`src/rtl/mips_cpu_pkg.sv`:
```
// Shared types and decode constants for the multicycle MIPS core.
package mips_cpu_pkg;

  typedef enum logic [2:0] {
    HALT   = 3'd0,
    FETCH  = 3'd1,
    DECODE = 3'd2,
    EXEC1  = 3'd3,
    EXEC2  = 3'd4
  } state_t;

  typedef enum logic [1:0] {
    LONG    = 2'd0,
    SHORT   = 2'd1,
    ILLEGAL = 2'd2
  } iclass_t;

  localparam logic [5:0] OP_RTYPE  = 6'h00;
  localparam logic [5:0] OP_LW     = 6'h23;
  localparam logic [5:0] OP_SW     = 6'h2B;
  localparam logic [5:0] OP_BEQ    = 6'h04;
  localparam logic [5:0] FN_JR     = 6'h08;
  localparam logic [5:0] FN_JALR   = 6'h09;
  localparam logic [5:0] FN_ADD_LO = 6'h20;
  localparam logic [5:0] FN_ADD_HI = 6'h26;

endpackage

```
`src/rtl/mips_cpu_iclass.sv`:
```
// Instruction class decode: how many execute cycles an instruction needs.
module mips_cpu_iclass
  import mips_cpu_pkg::*;
(
  input  logic [5:0] opcode,
  input  logic [5:0] fncode,
  output iclass_t    iclass
);

  // Classify by opcode, refining R-type by function code
  always_comb begin
    iclass = ILLEGAL;
    case (opcode)
      OP_RTYPE: begin
        if (fncode >= FN_ADD_LO && fncode <= FN_ADD_HI)
          iclass = LONG;
        else if (fncode == FN_JR || fncode == FN_JALR)
          iclass = SHORT;
      end
      OP_LW, OP_SW: iclass = LONG;
      OP_BEQ:       iclass = SHORT;
      default:      iclass = ILLEGAL;
    endcase
  end

endmodule

```
`src/rtl/mips_cpu_sequencer.sv`:
```
// Multicycle state sequencer: FSM, instruction register, load data register
// and retired-instruction counter.
//
// state  | meaning
// HALT   | stopped by a halting jump or an illegal instruction; reset only exit
// FETCH  | instruction read on the bus; IR loads when the bus is ready
// DECODE | class decode; illegal opcodes halt here
// EXEC1  | first execute cycle; lw data captured into MDR
// EXEC2  | second execute cycle for LONG instructions
module mips_cpu_sequencer
  import mips_cpu_pkg::*;
#(
  parameter logic [31:0] HALT_ADDR = 32'h0000_0000
) (
  input  logic        clk,
  input  logic        reset,
  input  logic        waitrequest,
  input  logic [31:0] readdata,
  input  logic        memread,
  input  logic        memwrite,
  input  logic [31:0] jump_target,
  output logic [2:0]  state,
  output logic [31:0] instr,
  output logic [5:0]  opcode,
  output logic [5:0]  fncode,
  output logic [31:0] mdr,
  output logic        stall,
  output logic        active,
  output logic        error,
  output logic [31:0] retired
);

  state_t  st;
  iclass_t iclass;
  logic    is_jump;
  logic    halt_jump;

  assign state  = st;
  assign opcode = instr[31:26];
  assign fncode = instr[5:0];
  assign stall  = waitrequest & (memread | memwrite);

  assign is_jump   = (opcode == OP_RTYPE) && (fncode == FN_JR || fncode == FN_JALR);
  assign halt_jump = is_jump && (jump_target == HALT_ADDR);

  mips_cpu_iclass u_iclass (
    .opcode (opcode),
    .fncode (fncode),
    .iclass (iclass)
  );

  // Sequencer FSM; every state holds while the current bus access stalls
  always_ff @(posedge clk or posedge reset) begin
    if (reset) begin
      st      <= FETCH;
      instr   <= 32'h0;
      mdr     <= 32'h0;
      active  <= 1'b1;
      error   <= 1'b0;
      retired <= 32'h0;
    end else if (!stall) begin
      case (st)
        FETCH: begin
          instr <= readdata;
          st    <= DECODE;
        end
        DECODE: begin
          if (iclass == ILLEGAL) begin
            st     <= HALT;
            active <= 1'b0;
            error  <= 1'b1;
          end else begin
            st <= EXEC1;
          end
        end
        EXEC1: begin
          if (opcode == OP_LW)
            mdr <= readdata;
          if (iclass == LONG) begin
            st <= EXEC2;
          end else begin
            retired <= retired + 32'd1;
            if (halt_jump) begin
              st     <= HALT;
              active <= 1'b0;
            end else begin
              st <= FETCH;
            end
          end
        end
        EXEC2: begin
          retired <= retired + 32'd1;
          st      <= FETCH;
        end
        default: begin
          st     <= HALT;
          active <= 1'b0;
        end
      endcase
    end
  end

endmodule
```
`config.mk`:
```
export PLATFORM = sky130hd
export DESIGN_NAME = mips_cpu_sequencer
export DESIGN_NICKNAME = d
export VERILOG_FILES = /design/src/rtl/mips_cpu_pkg.sv /design/src/rtl/mips_cpu_iclass.sv /design/src/rtl/mips_cpu_sequencer.sv
export SDC_FILE = /design/constraint.sdc
export NUM_CORES = 1
export LEC_CHECK = 0
export ABC_AREA = 1
export CAP_MARGIN = 30
export CELL_PAD_IN_SITES_DETAIL_PLACEMENT = 1
export CELL_PAD_IN_SITES_GLOBAL_PLACEMENT = 1
export CORE_ASPECT_RATIO = 0.8
export CORE_MARGIN = 2
export CORE_UTILIZATION = 32
export DETAILED_ROUTE_END_ITERATION = 10
export PLACE_DENSITY = 0.82
export SLEW_MARGIN = 20
export SYNTH_ARGS = -nofsm -noshare
export SYNTH_HDL_FRONTEND = slang
export SYNTH_SLANG_ARGS = --single-unit
```
`constraint.sdc`:
```
create_clock -name clk -period 3.4 [get_ports clk]
set_clock_uncertainty 0.1 [all_clocks]
set_input_delay 0.34 -clock clk [delete_from_list [all_inputs] [get_ports clk]]
set_output_delay 0.34 -clock clk [all_outputs]
set_load 0.02 [all_outputs]
```
After elaboration in Yosys (flattened, before gate mapping)
Cells that the tools add are included.
- add/subtract/negate cells: 1
- order comparisons: 2
- equal/unequal tests: 13
- mux-type cells: 13
- bitwise logic cells: 4
- reduce and logical (&&, ||, !) cells: 15
- operators with widths (operator ; number):
    $pmux 32 s2 ; 1
    $add 32x1->32 const B ; 1
    $logic_not 32->1 ; 1
    $mux 32 ; 1
    $eq 6x4->1 const B ; 2
    $eq 6x6->1 const B ; 2
    $pmux 3 s4 ; 1
    $reduce_and 3->1 ; 3
    $eq 3x2->1 const B ; 2
    $eq 6x3->1 const B ; 1
    $ge 6x6->1 const B ; 1
    $le 6x6->1 const B ; 1
    $logic_not 6->1 ; 1
    $mux 2 ; 3
    $ne 2x2->1 const B ; 3
    $pmux 2 s3 ; 1
    $reduce_and 5->1 ; 1
    $mux 1 ; 4
    $reduce_or 2->1 ; 2
    $eq 3x1->1 const B ; 1
    $eq 3x3->1 const B ; 1
    $logic_and 1x1->1 ; 3
    $mux 3 ; 1
    $pmux 1 s3 ; 1
    other kinds (8) ; 9
- bits in registers: 101
- input bits: 69
- output and inout port bits: 114

Depth between registers and ports, before layout
- word-level depth: 8
- gate-level depth with buffers: 12
- mapped depth without buffers: 11

By module
Synthesis repeated with hierarchy kept, for this count alone.
- cell total of the unflattened synthesis: 600
- area, all modules: 4832.1 µm²
- modules (own cells, without submodules) (module ; instances ; cells an instance ; area an instance (µm²)):
    mips_cpu_sequencer ; 1 ; 574 ; 4713.3
    mips_cpu_iclass ; 1 ; 26 ; 118.9

Least setup slack after synthesis
Ideal clock, no wire load.
- kind: flip-flop to flip-flop
- start: reg retired[0]
- end: reg retired[18]
- data arrival time: 1.582 ns
- data required time: 3.172 ns
- path slack: 1.590 ns
- stages on the path, launching flop included: 10
- buffers on the path: 0
- period minus slack after synthesis: 1.810 ns
- cell sequence: dfrtp_1 ha_1 nand2_1 nor2_2 nand2_1 nor2_2 nand3_1 xor2_1 nand2_1 o21ai_0
- cells in the longest elaborated chain, start to end: 3
- ends and longest elaborated chain (item ; line ; source):
    from (decl) ; mips_cpu_sequencer.sv:30 ; output logic [31:0] retired
    from (signal assigned) ; mips_cpu_sequencer.sv:82 ; retired <= retired + 32'd1;
    from (signal assigned) ; mips_cpu_sequencer.sv:92 ; retired <= retired + 32'd1;
    $add 32x1->32 (*) ; mips_cpu_sequencer.sv:82, mips_cpu_sequencer.sv:92 ;
    $mux 32 ; mips_cpu_sequencer.sv:79 ; if (iclass == LONG) begin
    $pmux 32 s2 (*) ; mips_cpu_sequencer.sv:62 ; case (st)
Every way passes the cells marked *; elsewhere a longest branch is shown, timed or not. The select of a mux whose other input is x is not followed.
A chain may end at the register's enable or synchronous reset.

Worst setup path in the final report
- start: in memwrite
- end: out stall
- cells in the longest elaborated chain, start to end: 2
- ends and longest elaborated chain (item ; line ; source):
    from (decl) ; mips_cpu_sequencer.sv:20 ; input logic memwrite,
    $or 1x1->1 ; mips_cpu_sequencer.sv:41 ; assign stall = waitrequest & (memread | memwrite);
    $and 1x1->1 ; mips_cpu_sequencer.sv:41 ;
    to (decl) ; mips_cpu_sequencer.sv:27 ; output logic stall,
No other way between the ends.

==> results.yml <==
sta:
  maxSlewHeadroom_pct: 61.1
  tightest_slew_ns: 0.579
  clock.fmax_mhz: 422
  timing.setup.tns_ns: 0
  timing.hold.ws_ns: 0.221
  rsz0062_at_grt: "no"
  fin_crit_sh_pct: 69.7
  hold_viol_final: 0
  drv_slew: 0
  setup_violations: 0
  min_period_ns: 2.37
  fin_ws_ns: 1.03
die:
  start_util_pct: 32.3
  coreArea_um2: 15600
  die-area_um2: 16800
  die_x_um: 144
  rows: 41
  io_pins: 183
  chipHeight_um: 116
worst_setup_path:
  setup.worst_path.class: "input pin to output port"
  critPathLaunch: "memwrite"
  regToRegSetupSlack_ns: 1.21
  critical_path_required_ns: 2.96
  cp_max_fo: 8
  arrival_ns: 1.93
  r2r_end: "retired[12]$_DFFE_PP0P_"
  reg2reg_from: "instr[27]$_DFFE_PP0P_"
  ff2ff_path_depth: 10
  cp-endpoint: "stall"
  cp-end-kind: "output port"
  critPathLaunchType: "input pin"
global_routing:
  antenna_found_initial: 0
  grt_max_degree: 79
  grt-ovfl-total: 0
  track_usage_pct: 19.6
  grt_pass1_wl_um: 25700
  grt_pass1_vias: 4979
layout:
  final_cells: 1050
  drive_gt1_share_pct: 4.91
  area_growth_pct: 44.4
  multiInputGateArea_um2: 2010
  nets: 900
  fill_cells: 1913
  antenna_cells: 0
  regArea_um2: 2530
clock_tree:
  htree_levels: 3
  clock_latency_ns: 0.35
  cts_tree: "done"
  cts-resized-gates: 0
  cts_root_buf: "clkbuf_16"
  hold_buffers: 0
  post-cts-setup-buffer-count: 0
  clk_pin_slew_ns: 0.07
  cts_buffers: 9
  clock-sinks: 101
  cts.path.max_buffers: 2
min_path:
  hold_path.class: "input pin to async pin"
power:
  ir_drop_v: 0.000384
  leakagePower_nw: 3.24
  powerDensity_nw_per_um2: 664
placed_design:
  place_inst: 1034
  place.gp.congestion: 0.845
  hpwl_um: 12200
  io_buffers: 182
  dpl_worst_slack_ns: 0.920
synth:
  syn_area_um2: 5040
  syn_inst: 662
  synth_xor_area_share_pct: 2.09
  ys_seq_area_share_pct: 50.2
  syn_avg_cell_area_um2: 7.61
  yosys.cell_types.count: 30
  ys_ff_latch: 101
  syn-num-nets: 732
  synthAdderAreaFrac_pct: 0.248
  synthSimpleGateAreaFrac_pct: 27.8
  yosys_warnings: 0
  synth_top_family_by_area: "simple AND/OR/NAND/NOR gates"
  synth-compound-area-share_pct: 9.63
  synthMuxAreaShare_pct: 0
routing:
  wirelength_um: 16100
  avgViaCountPerCell: 4.60
  detail-route-antenna-nets: 0
  drt-initial-drc-count: 232
  drcViolationCount: 0
  firstDrtPassIters: 4
  vias: 4835
  routedWlPerCell_um: 15.3
run:
  drv_cap: 0
status:
  status: "finished, final reports clean"
==> critical path, stage by stage <==
cell             delay (ns)
clkdlybuf4s50_1        0.42
o21ai_2                0.44
inv_1                  0.15
clkdlybuf4s50_1        0.57
==> synthesized netlist by cell type (all sizes together) <==
library cell / instances / area share [%]
dfstp: 2 / 1.0
nand4: 5 / 0.74
clkinv: 1 / 0.074
inv: 82 / 6.2
buf: 18 / 2.9
clkbuf: 12 / 0.89
nor3: 14 / 1.7
xor2: 8 / 1.4
ha: 1 / 0.25
xnor2: 4 / 0.70
dfrtp: 99 / 49
o211ai: 1 / 0.15
nand3: 30 / 3.1
a31o: 1 / 0.17
nor2: 68 / 5.5
nand2: 221 / 17
nand3b: 2 / 0.30
o21ai: 92 / 9.2
a21oi: 1 / 0.099
==> placed cells by master, fill, tap and decap left out, types with 3 or more instances in the layout <==
cell / count
clkdlybuf4s50_1: 182
nor3_2: 3
xor2_1: 8
clkbuf_16: 9
nand4_1: 4
dfrtp_1: 99
xnor2_1: 4
nor3_1: 11
nor2_2: 6
o21ai_0: 87
nor2_1: 61
nand2_1: 219
o21ai_1: 4
inv_1: 80
nand3_1: 29
buf_4: 4
==> sequential cells by signal, summed over array words and instances (netlist names) <==
signal / flops
instr: 32
mdr: 32
retired: 32
state: 3
active: 1
error: 1
==> logic make-up (layout without fill, tap and decap cells) <==
kind of cell	after synthesis	in the layout
xor gates and xnor gates	12	12
DFF	101	101
AOI/OAI and AO/OA	95	95
and+or+nand+nor	340	340
buffers and inverters	113	286
adders and majority gates	1	1
==> how the worst min path moves through the flow <==
stage | endpoint | cells after the start | slack, ns | startpoint
after floorplan | active$_DFFE_PP1P_ | 2 | 0.38 | active$_DFFE_PP1P_
after global placement | active$_DFFE_PP1P_ | 2 | 0.34 | active$_DFFE_PP1P_
after detailed placement | active$_DFFE_PP1P_ | 2 | 0.33 | active$_DFFE_PP1P_
after CTS | retired[21]$_DFFE_PP0P_ | 2 | 0.22 | reset
after global routing | retired[21]$_DFFE_PP0P_ | 2 | 0.25 | reset
final | retired[21]$_DFFE_PP0P_ | 2 | 0.22 | reset
==> area by class of cell <==
class / count / area share, %
flip-flops and latches: 101 / 34.8
multi-input cells: 448 / 27.6
repair buffers: 187 / 25.7
inverters: 83 / 4.35
well taps: 215 / 3.70
clock buffers: 9 / 3.09
clock inverters: 7 / 0.774
==> stage by stage <==
stage	total power [mW]	area [um2]	util (%)
finish	4.84	7280	46.7
CTS	4.90	7280	46.7
global placement	3.82	7000	44.9
detailed placement	3.88	7000	44.9
floorplan	2.91	5040	-
global route	5.16	7280	46.7
==> report_power, final <==
| group | internal [mW] | switching [mW] | total (mW) |
|---|---|---|---|
| clock | 0.507 | 0.481 | 0.988 |
| combinational | 0.898 | 1.12 | 2.02 |
| sequential | 1.50 | 0.325 | 1.82 |
==> routing by layer <==
| metal | global-route usage (%) | up-vias | share of wire, % |
|---|---|---|---|
| li1 | - | 2382 | - |
| met1 | 25.1 | 2316 | 45 |
| met2 | 32.6 | 120 | 47 |
| met3 | 5.13 | 17 | 6.1 |
| met4 | 6.41 | 0 | 1.7 |
| met5 | 0 | - | 0 |
Power figures use the tool's default switching activity.
